$ cat src/rtl/expr_stream_ctrl.sv
// Frames a ';'-terminated character stream into arithmetic expressions and checks nesting/grammar.
// One character per cycle in SCAN; verdict appears the cycle after TERM and is held until res_ready.
module expr_stream_ctrl #(
  parameter int LEN_W   = 8,
  parameter int DEPTH_W = 3
) (
  input  logic             clk,
  input  logic             clr,
  input  logic [7:0]       in_data,
  input  logic             in_valid,
  output logic             in_ready,
  output logic             res_valid,
  output logic             res_ok,
  output logic [LEN_W-1:0] res_len,
  input  logic             res_ready,
  output logic [15:0]      ok_count
);

  typedef enum logic {SCAN, REPORT} top_e;
  typedef enum logic [1:0] {EXP, AFT, ERR} sub_e;

  localparam logic [LEN_W-1:0]   LEN_MAX   = {LEN_W{1'b1}};
  localparam logic [DEPTH_W-1:0] DEPTH_MAX = {DEPTH_W{1'b1}};

  top_e               state_q, state_d;
  sub_e               sub_q, sub_d;
  logic [DEPTH_W-1:0] depth_q, depth_d;
  logic [LEN_W-1:0]   len_q, len_d;
  logic               res_ok_q, res_ok_d;
  logic [LEN_W-1:0]   res_len_q, res_len_d;
  logic [15:0]        ok_count_q, ok_count_d;

  logic is_digit, is_op, is_lp, is_rp, is_term, accept, verdict;

  assign is_digit = (in_data >= 8'h30) && (in_data <= 8'h39);
  assign is_op    = (in_data == 8'h2B) || (in_data == 8'h2A);
  assign is_lp    = (in_data == 8'h28);
  assign is_rp    = (in_data == 8'h29);
  assign is_term  = (in_data == 8'h3B);
  assign accept   = in_valid && (state_q == SCAN);
  assign verdict  = (sub_q == AFT) && (depth_q == '0);

  always_ff @(posedge clk) begin
    if (!clr) begin
      state_q    <= SCAN;
      sub_q      <= EXP;
      depth_q    <= '0;
      len_q      <= '0;
      res_ok_q   <= 1'b0;
      res_len_q  <= '0;
      ok_count_q <= '0;
    end else begin
      state_q    <= state_d;
      sub_q      <= sub_d;
      depth_q    <= depth_d;
      len_q      <= len_d;
      res_ok_q   <= res_ok_d;
      res_len_q  <= res_len_d;
      ok_count_q <= ok_count_d;
    end
  end

  always_comb begin
    state_d    = state_q;
    sub_d      = sub_q;
    depth_d    = depth_q;
    len_d      = len_q;
    res_ok_d   = res_ok_q;
    res_len_d  = res_len_q;
    ok_count_d = ok_count_q;
    case (state_q)
      SCAN: begin
        if (accept) begin
          if (is_term) begin
            state_d   = REPORT;
            res_ok_d  = verdict;
            res_len_d = len_q;
            if (verdict) ok_count_d = ok_count_q + 16'd1;
          end else begin
            if (len_q != LEN_MAX) len_d = len_q + 1'b1;
            // ERR absorbs everything until the terminator
            case (sub_q)
              EXP: begin
                if (is_digit) sub_d = AFT;
                else if (is_lp && depth_q != DEPTH_MAX) depth_d = depth_q + 1'b1;
                else sub_d = ERR;
              end
              AFT: begin
                if (is_op) sub_d = EXP;
                else if (is_rp && depth_q != '0) depth_d = depth_q - 1'b1;
                else sub_d = ERR;
              end
              default: sub_d = ERR;
            endcase
          end
        end
      end
      default: begin
        if (res_ready) begin
          state_d = SCAN;
          sub_d   = EXP;
          depth_d = '0;
          len_d   = '0;
        end
      end
    endcase
  end

  always_comb begin
    in_ready  = (state_q == SCAN);
    res_valid = (state_q == REPORT);
    res_ok    = res_ok_q;
    res_len   = res_len_q;
    ok_count  = ok_count_q;
  end

endmodule

$ cat config.mk
export PLATFORM = sky130hd
export DESIGN_NAME = expr_stream_ctrl
export DESIGN_NICKNAME = d
export VERILOG_FILES = /design/src/rtl/expr_stream_ctrl.sv
export SDC_FILE = /design/constraint.sdc
export NUM_CORES = 1
export LEC_CHECK = 0
export BUFFER_PORTS_ARGS = -buffer_cell sky130_fd_sc_hd__buf_2
export CAP_MARGIN = 40
export CORE_MARGIN = 2
export CORE_UTILIZATION = 50
export CTS_BUF_LIST = sky130_fd_sc_hd__clkbuf_4 sky130_fd_sc_hd__clkbuf_8
export DETAILED_ROUTE_END_ITERATION = 6
export PLACE_DENSITY = 0.77
export RECOVER_POWER = 100
export SYNTH_ARGS = -nofsm -noshare
export SYNTH_HDL_FRONTEND = slang
export SYNTH_SLANG_ARGS = --single-unit
$ cat constraint.sdc
create_clock -name clk -period 2 [get_ports clk]
set_input_delay 0.1 -clock clk [delete_from_list [all_inputs] [get_ports clk]]
set_output_delay 0.1 -clock clk [all_outputs]
set_load 0.03 [all_outputs]
Word level (Yosys, flattened, before mapping)
Index checks and enable logic that the tools add are counted.

cells by class
  add/subtract/negate cells = 4
  divide/modulo/power cells = 0
  reduce and logical (&&, ||, !) cells = 17
  bitwise gates (word level) = 1
  multiplexer cells = 27
  order comparisons = 2
  shift operators = 0
  multipliers = 0
  eq/ne operators = 16

operators by type and width
  operator                                                           count
  == test 8 x 6 -> 1 bit, second input constant                      5
  two-way mux 8 bit                                                  5
  two-way mux 3 bit                                                  8
  adder 16 x 1 -> 16 bit, second input constant                      1
  two-way mux 2 bit                                                  8
  inequality test 3 bit, second input constant                       4
  adder 8 x 1 -> 8 bit, second input constant                        1
  greater-or-equal comparator 8 x 6 -> 1 bit, second input constant  1
  less-or-equal comparator 8 x 6 -> 1 bit, second input constant     1
  inequality test 4 bit, second input constant                       2
  inequality test 8 bit, second input constant                       1
  AND reduction 4 bit                                                2
  AND reduction 8 bit                                                1
  one-hot mux 3 bit (2 select lines)                                 1
  nonzero test 3 bit                                                 2
  logical AND 1 bit                                                  5
  AND reduction 5 bit                                                1
  two-way mux 1 bit                                                  4
  inequality test 2 bit, second input constant                       2
  one-hot mux 2 bit (2 select lines)                                 1
  nonzero test 2 bit                                                 2
  adder 3 x 1 -> 3 bit, second input constant                        1
  zero test 3 bit                                                    1
  inequality test 3 x 2 -> 1 bit, second input constant              1
  other kinds (6)                                                    6

word-level totals
  memories kept = 0
  ROM bits = 0
  RAM bits = 0
  bits in latches = 0
  bits in registers = 39
  output and inout port bits = 27
  word-level logic and storage cells = 74

Longest topological paths before layout
Gate-level depths: netlist (run 1).

  depth after elaboration = 8
  mapped depth = 7
  mapped depth without buffers = 7

Least setup slack after synthesis (run 1)
No wires, ideal clock.

  path kind = flip-flop to flip-flop
  from = register ok_count_q[0] (netlist: ok_count[0])
  to = register ok_count_q[14] (netlist: ok_count[14])
  stages on the path, launching flop included = 6
  clock period less this slack = 1.801 ns
  setup slack = 0.199 ns
  path buffers = 0
  arrival = 1.731 ns
  data required time = 1.930 ns
  setup time = 0.070 ns
  cells stage by stage = dfxtp_1 -> ha_1 -> and2_1 -> nand4_4 -> or4_1 -> a21oi_1

on the way
  word-level cells in the longest chain between the ends = 1

RTL lines
  item                    RTL line  RTL
  from (decl)             31        logic [15:0] ok_count_q, ok_count_d;
  from (signal assigned)  59        ok_count_q <= ok_count_d;
  adder 16 x 1 -> 16 bit  78        if (verdict) ok_count_d = ok_count_q + 16'd1;

Every way passes these cells.
A chain may end at the register's enable or synchronous reset.

Final worst setup path (run 1)
  from = register depth_q[0]
  to = register ok_count_q[14] (netlist: ok_count[14])

on the way
  word-level cells in the longest chain between the ends = 3

RTL lines
  item                                  RTL line  RTL
  from (decl)                           27        logic [DEPTH_W-1:0] depth_q, depth_d;
  from (signal assigned)                55        depth_q <= depth_d;
  zero test 3 bit                       41        assign verdict = (sub_q == AFT) && (depth_q == '0);
  logical AND 1 bit                     41
  AND reduction 4 bit (no source line)  n/a

Every way passes these cells.

==> results list, run 1 <==
- The run finished with clean final reports.
- Reg clk slew, reported paths: 0.08 ns
- Number of nets in the synthesized netlist: 248
- TritonCTS created 5 clock buffers.
- Number of enable-type register cells in the synthesized netlist: 0
* Layout fillers: 364
- After the first detailed-routing iteration, the DRC count stood at 107.
- Post-Route Setup TNS: 0 ns
- H-tree Lvls: 2
- The first detailed-routing pass took 4 iterations.
- In this run the remaining antenna-violating nets after routing total 0.
- From left edge to right edge, the die measures 67.1 um.
- In this run the mean area of a mapped cell was 8.55 um^2.
- The total overflow left after global routing is 0.
* Power per standard cell area: 714 mW/mm^2
- Entering global routing, the biggest net connects 24 pins.
- Buffers placed on the I/O ports in this run total 38.
- Buffer levels on the longest clock path: 2
- After synthesis, the netlist uses 51 different library cells.
- In this run the core area contains 22 standard-cell rows.
- STA classifies the critical path endpoint as a flip-flop.
- In this run the worst setup path terminates at ok_count[14]$_SDFFE_PN0P_.
- Setup-violating endpoint count in the final report: 0
* Worst EP arrival: 1.97 ns
* Max-slew violation total from the final report: 0
- For the pin with the worst max-slew slack, the measured transition is 0.760 ns.
- IR analysis of the VDD net gives a maximum drop of 0.000316 V.
* Delay of the slowest cell on the worst path: 0.54 ns
* HPWL reported at the end of detailed placement: 3160 um
* Share of total power in sequential cells: 47.8%
* Worst-case setup slack after placement: 0.265 ns
- Summing the sequential cell areas from Yosys gives 39.2% of the chip area.
* Launching element of the worst setup path: depth_q[0]$_SDFFE_PN0P_
- Gates resized during post-CTS repair numbered 0.
* Average detailed-routed wire length per instance: 13.3 um
- Effective utilization at floorplan: 53.2%
* Worst setup path class: reg2reg
* Clock network fraction of design power: 47.9%
- Total routing resource utilization after global routing: 20.7%
* Synthesized cell area: 0.00199 mm^2
* Post-synthesis to final-layout area growth: 15.9%
- Yosys reg bits: 39
- Using the TritonRoute via totals, the vias-per-cell ratio works out to 5.65.
- The analysis attributes to net switching a power of 0.326 mW.
* Final hold violation count: 0
- Slack of the worst reg-to-reg path: 0.25 ns
- Number of max-capacitance violations reported: 0
* Relative slew margins: 49.4%
- In this run the clock root is driven by a clkbuf_8.
- Clock Skew: 0.00531 ns
* Hold-fix buffers, CTS: 0
- In the final layout, the share of cells above drive strength 1 is 10.9%.
- For this design the top-level I/O count stands at 39.
* Worst-path cell chain: nor4_4, nand4_4, or4_1, a21oi_1
- After detailed routing, the total wire length is 4300 um.
- The congestion estimate from routability-driven global placement came to 0.873.
- Dividing the final minimum period by the clock period gives 87.7%.
- Number of antenna violations at the first check in global routing: 0
- Post-Synthesis Cells: 233
- Summed over all cells, the static leakage comes to 0.805 nW.
- Flip-flop cell with the highest count after synthesis: dfxtp_1
- Min cycle time layout: 1.75 ns
- Total DRC errors in the routed layout: 0
- Core region area: 0.00374 mm^2
- Per report_power, the combinational group accounts for 4.2% of the total.
- At the end of the flow, the number of nets in the layout was 290.
- Startpoint of the lowest-slack register-to-register path: depth_q[0]$_SDFFE_PN0P_
- The routed layout has 1830 vias.
- Yosys printed 0 warnings.
- The tree built by TritonCTS fans out to 39 sinks.
- Die area: 0.00450 mm^2
* Power after layout: 1.65 mW
* Via count of the first global-routing pass: 1686
- Highest-delay cell along the critical path: or4_1
* First-pass GRT wire length: 7310 um
- Startpoint types: flip-flop
- Switching share of total power: 19.8%
* FMAX: 570 MHz
- Setup slack after layout: 0.246 ns
- For the worst setup path, the data required time is 2.22 ns.
* Classification of the worst-slack hold path: in2reg
- Length in cells of the worst reg-to-reg path: 4
- Insertion delay of the later-clocked pin in the worst-skew pair: 0.28 ns
* Antenna Diode Count: 0
- In this run the critical register-to-register path is captured at ok_count[14]$_SDFFE_PN0P_.
* Internal Power: 1.32 mW
* Die height: 67.1 um
- CTS tree: yes
- Counting flops with an async set or reset pin after synthesis yields a share of 0%.
* Setup Buffers After CTS: 0
- Largest fanout on the critical path: 10
- Worst hold slack across all endpoints: 0.0955 ns
* Unrepaired setup endpoints after global routing: no
## power groups by stage
stage | Combinational (mW) | Sequential [mW] | Clock (mW)
after CTS | 0.0696 | 0.789 | 0.796
after global placement | 0.0679 | 0.807 | 0
after floorplan | 0.0447 | 0.805 | 0
final | 0.0695 | 0.789 | 0.790
after global routing | 0.0796 | 0.790 | 0.819
after detailed placement | 0.0696 | 0.807 | 0
## registers in the layout, indices dropped and copies added, names as in the netlist
signal / flops
sub_q: 2
len_q: 8
depth_q: 3
res_len: 8
ok_count: 16
res_ok: 1
res_valid: 1
## Yosys cell counts, types with 4 or more instances
library cell / count / share of area (%)
dfxtp_1: 39 / 39
nand2_1: 33 / 6.2
nor2_1: 21 / 4.0
a21oi_1: 20 / 5.0
nand3_1: 16 / 4.0
xnor2_1: 12 / 5.3
o21ai_0: 9 / 2.3
clkbuf_1: 7 / 1.3
a211oi_1: 5 / 1.9
nand2b_1: 5 / 1.6
mux2i_1: 4 / 2.0
or3_1: 4 / 1.3
## metal layers
layer / part of all wire [%] / track usage [%]
met5: 0 / 0
met1: 47 / 26.4
met4: 0.79 / 5.10
met2: 47 / 35.4
met3: 4.7 / 4.39
## layout by cell type (no fill, tap or decap), types with 3 or more instances in the layout
master and count:
clkbuf_8 5, xnor2_1 12, o22ai_1 3, and3_1 4, clkbuf_1 29, o21ai_0 9
and4_1 3, nor2_1 21, dfxtp_1 39, buf_2 11, a211oi_1 5, mux2i_1 4
inv_1 3, or3_1 4, buf_4 3, nand2b_1 5, nand2_1 33, a21oi_1 20
nand4_1 3, nor4_1 3, nand3_1 16
## final cells by class
type | instances | area [um^2] | share of cell area (%)
well taps | 48 | 60.1 | 2.60
multi-input cells | 182 | 1130 | 48.9
clock buffers | 6 | 76.3 | 3.31
repair buffers | 43 | 186 | 8.08
flip-flops and latches | 39 | 781 | 33.8
clock inverters | 2 | 60.1 | 2.60
inverters | 4 | 15.0 | 0.650
## kinds of logic after synthesis
group           count (synthesis)  synth area share, %
compound gates                 49                 15.3
xor+xnor                       14                 6.16
mux                             4                 2.01
flops                          39                 39.2
simple gates                  112                 32.5
fa+ha+maj                       3                 2.26
buf+inv                        12                 2.64
## through the flow
step / area, um^2 / instances / utilization [%]
2_1_floorplan: 1990 / 233 / -
3_3_place_gp: 2240 / 316 / 59.9
3_5_place_dp: 2240 / 316 / 59.9
4_1_cts: 2380 / 324 / 63.5
5_1_grt: 2310 / 324 / 61.7
6_report: 2310 / 324 / 61.7
## worst min-delay path by stage
| stage | from | end | depth (start not counted) | slack, ns |
|---|---|---|---|---|
| 2_1_floorplan | clr | ok_count[5]$_SDFFE_PN0P_ | 2 | 0.25 |
| 3_3_place_gp | res_ready | res_valid$_SDFF_PN0_ | 3 | 0.40 |
| 3_5_place_dp | res_ready | res_valid$_SDFF_PN0_ | 3 | 0.39 |
| 4_1_cts | res_ready | res_valid$_SDFF_PN0_ | 3 | 0.09 |
| 5_1_grt | res_ready | res_valid$_SDFF_PN0_ | 3 | 0.12 |
| 6_report | res_ready | res_valid$_SDFF_PN0_ | 3 | 0.1 |
## worst max-delay path: cells and delay by family, from the launching register on
kind | cells | cell delay [ns]
and+or+nand+nor | 3 | 1.12
DFF | 1 | 0.41
AOI/OAI and AO/OA | 1 | 0.15
Power figures use the tool's default switching activity.
==> inputs of run 2 (changes only) <==
--- a/config.mk
+++ b/config.mk
@@ -14,4 +14,5 @@
 export PLACE_DENSITY = 0.77
 export RECOVER_POWER = 100
+export SETUP_SLACK_MARGIN = 0.3
 export SYNTH_ARGS = -nofsm -noshare
 export SYNTH_HDL_FRONTEND = slang
==> constraint.sdc (replaced) <==
create_clock -name clk -period 2 [get_ports clk]
set_input_delay 0.1 -clock clk [delete_from_list [all_inputs] [get_ports clk]]
set_output_delay 0.1 -clock clk [all_outputs]
set_load 0.1 [all_outputs]
==> results list, run 2 (synthesis results as in run 1) <==
* Result of the run: complete, no violations
- Capture point of the worst path: ok_count[2]$_SDFFE_PN0P_
- After layout, the worst path uses 86.6% of the clock period.
* Worst setup path class: reg2reg
- Clock skew on the completed layout was measured at 0.00602 ns.
- Min cycle time layout: 1.73 ns
- H-tree Lvls: 2
* Critical path data required time: 2.18 ns
- For this run, the detailed router's first-pass iteration total came to 5.
- Internal Power: 1.17 mW
- Share of total power in sequential cells: 51.4%
* Terminus of the critical flop-to-flop path: ok_count[2]$_SDFFE_PN0P_
- At the end of the flow the core is filled with cells to 62.6%.
* Global route total overflow: 0
- In this run the core area contains 22 standard-cell rows.
* Number of nets in the finished design: 289
* DRT iter0 DRCs: 98
* Max-slew violation total from the final report: 0
- FMAX: 577 MHz
* Most common library cell in the layout ignoring fill and taps: nand2_1
- Antenna Diode Count: 0
- Leaving out fill and tap cells, the most frequent cells in the layout are 33 x nand2_1, 27 x clkbuf_1, 22 x nor2_1.
- Launching element of the worst setup path: res_valid$_SDFF_PN0_
* Die height: 67.1 um
* Slack of the worst reg-to-reg path: 0.27 ns
* Total DRC errors in the routed layout: 0
- At the worst endpoint, the arrival time is 1.91 ns.
- Number of antenna violations at the first check in global routing: 0
- Once detail routing completed, the nets flagged for antenna violations numbered 0.
- Global routing used 22.8% of the available tracks across all layers.
- Reg clk slew, reported paths: 0.08 ns
- After detailed routing, the total wire length is 4610 um.
* Worst slew pin tran: 1.19 ns
* Layout cell share with drive strength beyond 1: 18.2%
- Startpoint of the lowest-slack register-to-register path: res_valid$_SDFF_PN0_
- Unrepaired setup endpoints after global routing: yes
* Die W: 67.1 um
* HPWL reported at the end of detailed placement: 3190 um
* Number of port buffers: 38
- Dividing the detail-routed wire length by the instance count gives 14.3 um.
- Power per standard cell area: 643 mW/mm^2
- The first global-routing pass estimated 7710 um of wire.
- Flip-flop count of the largest register, all copies and words added: 16
* Largest net degree at the start of global routing: 27
- The tightest min-delay check is of the in2reg type.
* Number of max-capacitance violations reported: 0
* Via count of the first global-routing pass: 1680
- CTS tree: yes
* Net Switching: 0.340 mW
- Global placer's final weighted congestion: 0.829
* Largest fanout on the critical path: 12
* Leakage power: 0.805 nW
* Switching share of total power: 22.5%
- Detailed routing inserted a total of 1844 vias.
* Die area: 0.00450 mm^2
- The initial utilization of the core area, before any placement, comes to 53.2%.
- The clock network accounts for 43.9% of the total power.
- Share of power burned in combinational logic: 4.7%
* Setup-violating endpoint count in the final report: 0
- After clock tree synthesis, the flow added hold-fix buffers numbering 0.
* Highest-delay cell along the critical path: dfxtp_4
- Kind of end point of the critical path: flip-flop
* Relative slew margins: 21.0%
- The worst setup path is launched from a flip-flop.
* Buffer levels on the longest clock path: 2
- Core region area: 0.00374 mm^2
* I/O pin count: 39
- Worst-path cell chain: nor2b_1, and3_1, clkbuf_1, nand3_1, xor2_1, nor2_1
- The later pin in the worst-skew pair is clocked with a latency of 0.30 ns.
- Final hold violation count: 0
- In this run, CTS created clock tree buffers numbering 5.
* Length in cells of the worst reg-to-reg path: 6
- Compared with the post-synthesis result, the final layout area differs by 17.7%.
- Clock tree synthesis selected as its root buffer the cell clkbuf_8.
- Delay of the slowest cell on the worst path: 0.39 ns
- Mean number of vias per cell: 5.71
- Post-Route Setup TNS: 0 ns
* Worst VDD drop: 0.000332 V
* Count of clock tree sinks: 39
[run 2: layout make-up]
cell class | count | area, um^2
clock buffers | 5 | 68.8
clock inverters | 3 | 43.8
fillers | 368 | 1400
inverters | 4 | 18.8
multi-input cells | 182 | 1140
flip-flops and latches | 39 | 830
well taps | 48 | 60.1
repair buffers | 42 | 184
[run 2: metal layers]
metal | share of wire (%) | up-vias | track usage (%)
met4 | 1.4 | 0 | 9.44
met2 | 49 | 58 | 37.7
met1 | 44 | 852 | 27.9
li1 | - | 927 | -
met3 | 6.2 | 7 | 6.08
met5 | 0 | - | 0
[run 2: how the worst min path moves through the flow]
stage | from | to | cells past startpoint
final | res_ready | res_valid$_SDFF_PN0_ | 3
after global routing | res_ready | res_valid$_SDFF_PN0_ | 3
after CTS | res_ready | res_valid$_SDFF_PN0_ | 3
after detailed placement | res_ready | res_valid$_SDFF_PN0_ | 3
after global placement | res_ready | res_valid$_SDFF_PN0_ | 3
after floorplan | clr | ok_count[5]$_SDFFE_PN0P_ | 2
[run 2: timing repair]
item                       in CTS  in global routing
pin swaps                       1                  2
resized for setup               1                 10
hold endpoints to repair        0                  0
setup buffers                   1                  1
setup endpoints to repair       5                 19
[run 2: power by group through the flow]
stage | registers [mW] | clock network, mW | logic (mW)
floorplan | 0.792 | 0 | 0.0458
global placement | 0.794 | 0 | 0.0701
detailed placement | 0.794 | 0 | 0.0711
CTS | 0.775 | 0.671 | 0.0714
global route | 0.777 | 0.715 | 0.0796
finish | 0.775 | 0.662 | 0.0707
[run 2: through the flow]
| stage | hold WS [ns] | power (mW) | instances | area (um^2) | setup WS (ns) |
|---|---|---|---|---|---|
| floorplan | 0.245 | 0.838 | 233 | 2070 | 0.0183 |
| global placement | 0.373 | 0.864 | 313 | 2290 | 0.311 |
| detailed placement | 0.372 | 0.865 | 313 | 2290 | 0.246 |
| CTS | 0.0536 | 1.52 | 322 | 2410 | 0.303 |
| global route | 0.0725 | 1.57 | 323 | 2340 | 0.135 |
| finish | 0.0572 | 1.51 | 323 | 2340 | 0.267 |
[run 2: critical path: cells and delay by family (launching register included)]
family,cells,cell delay (ns)
xor+xnor,1,0.17
buf+inv,1,0.39
flops,1,0.39
simple gates,4,0.65
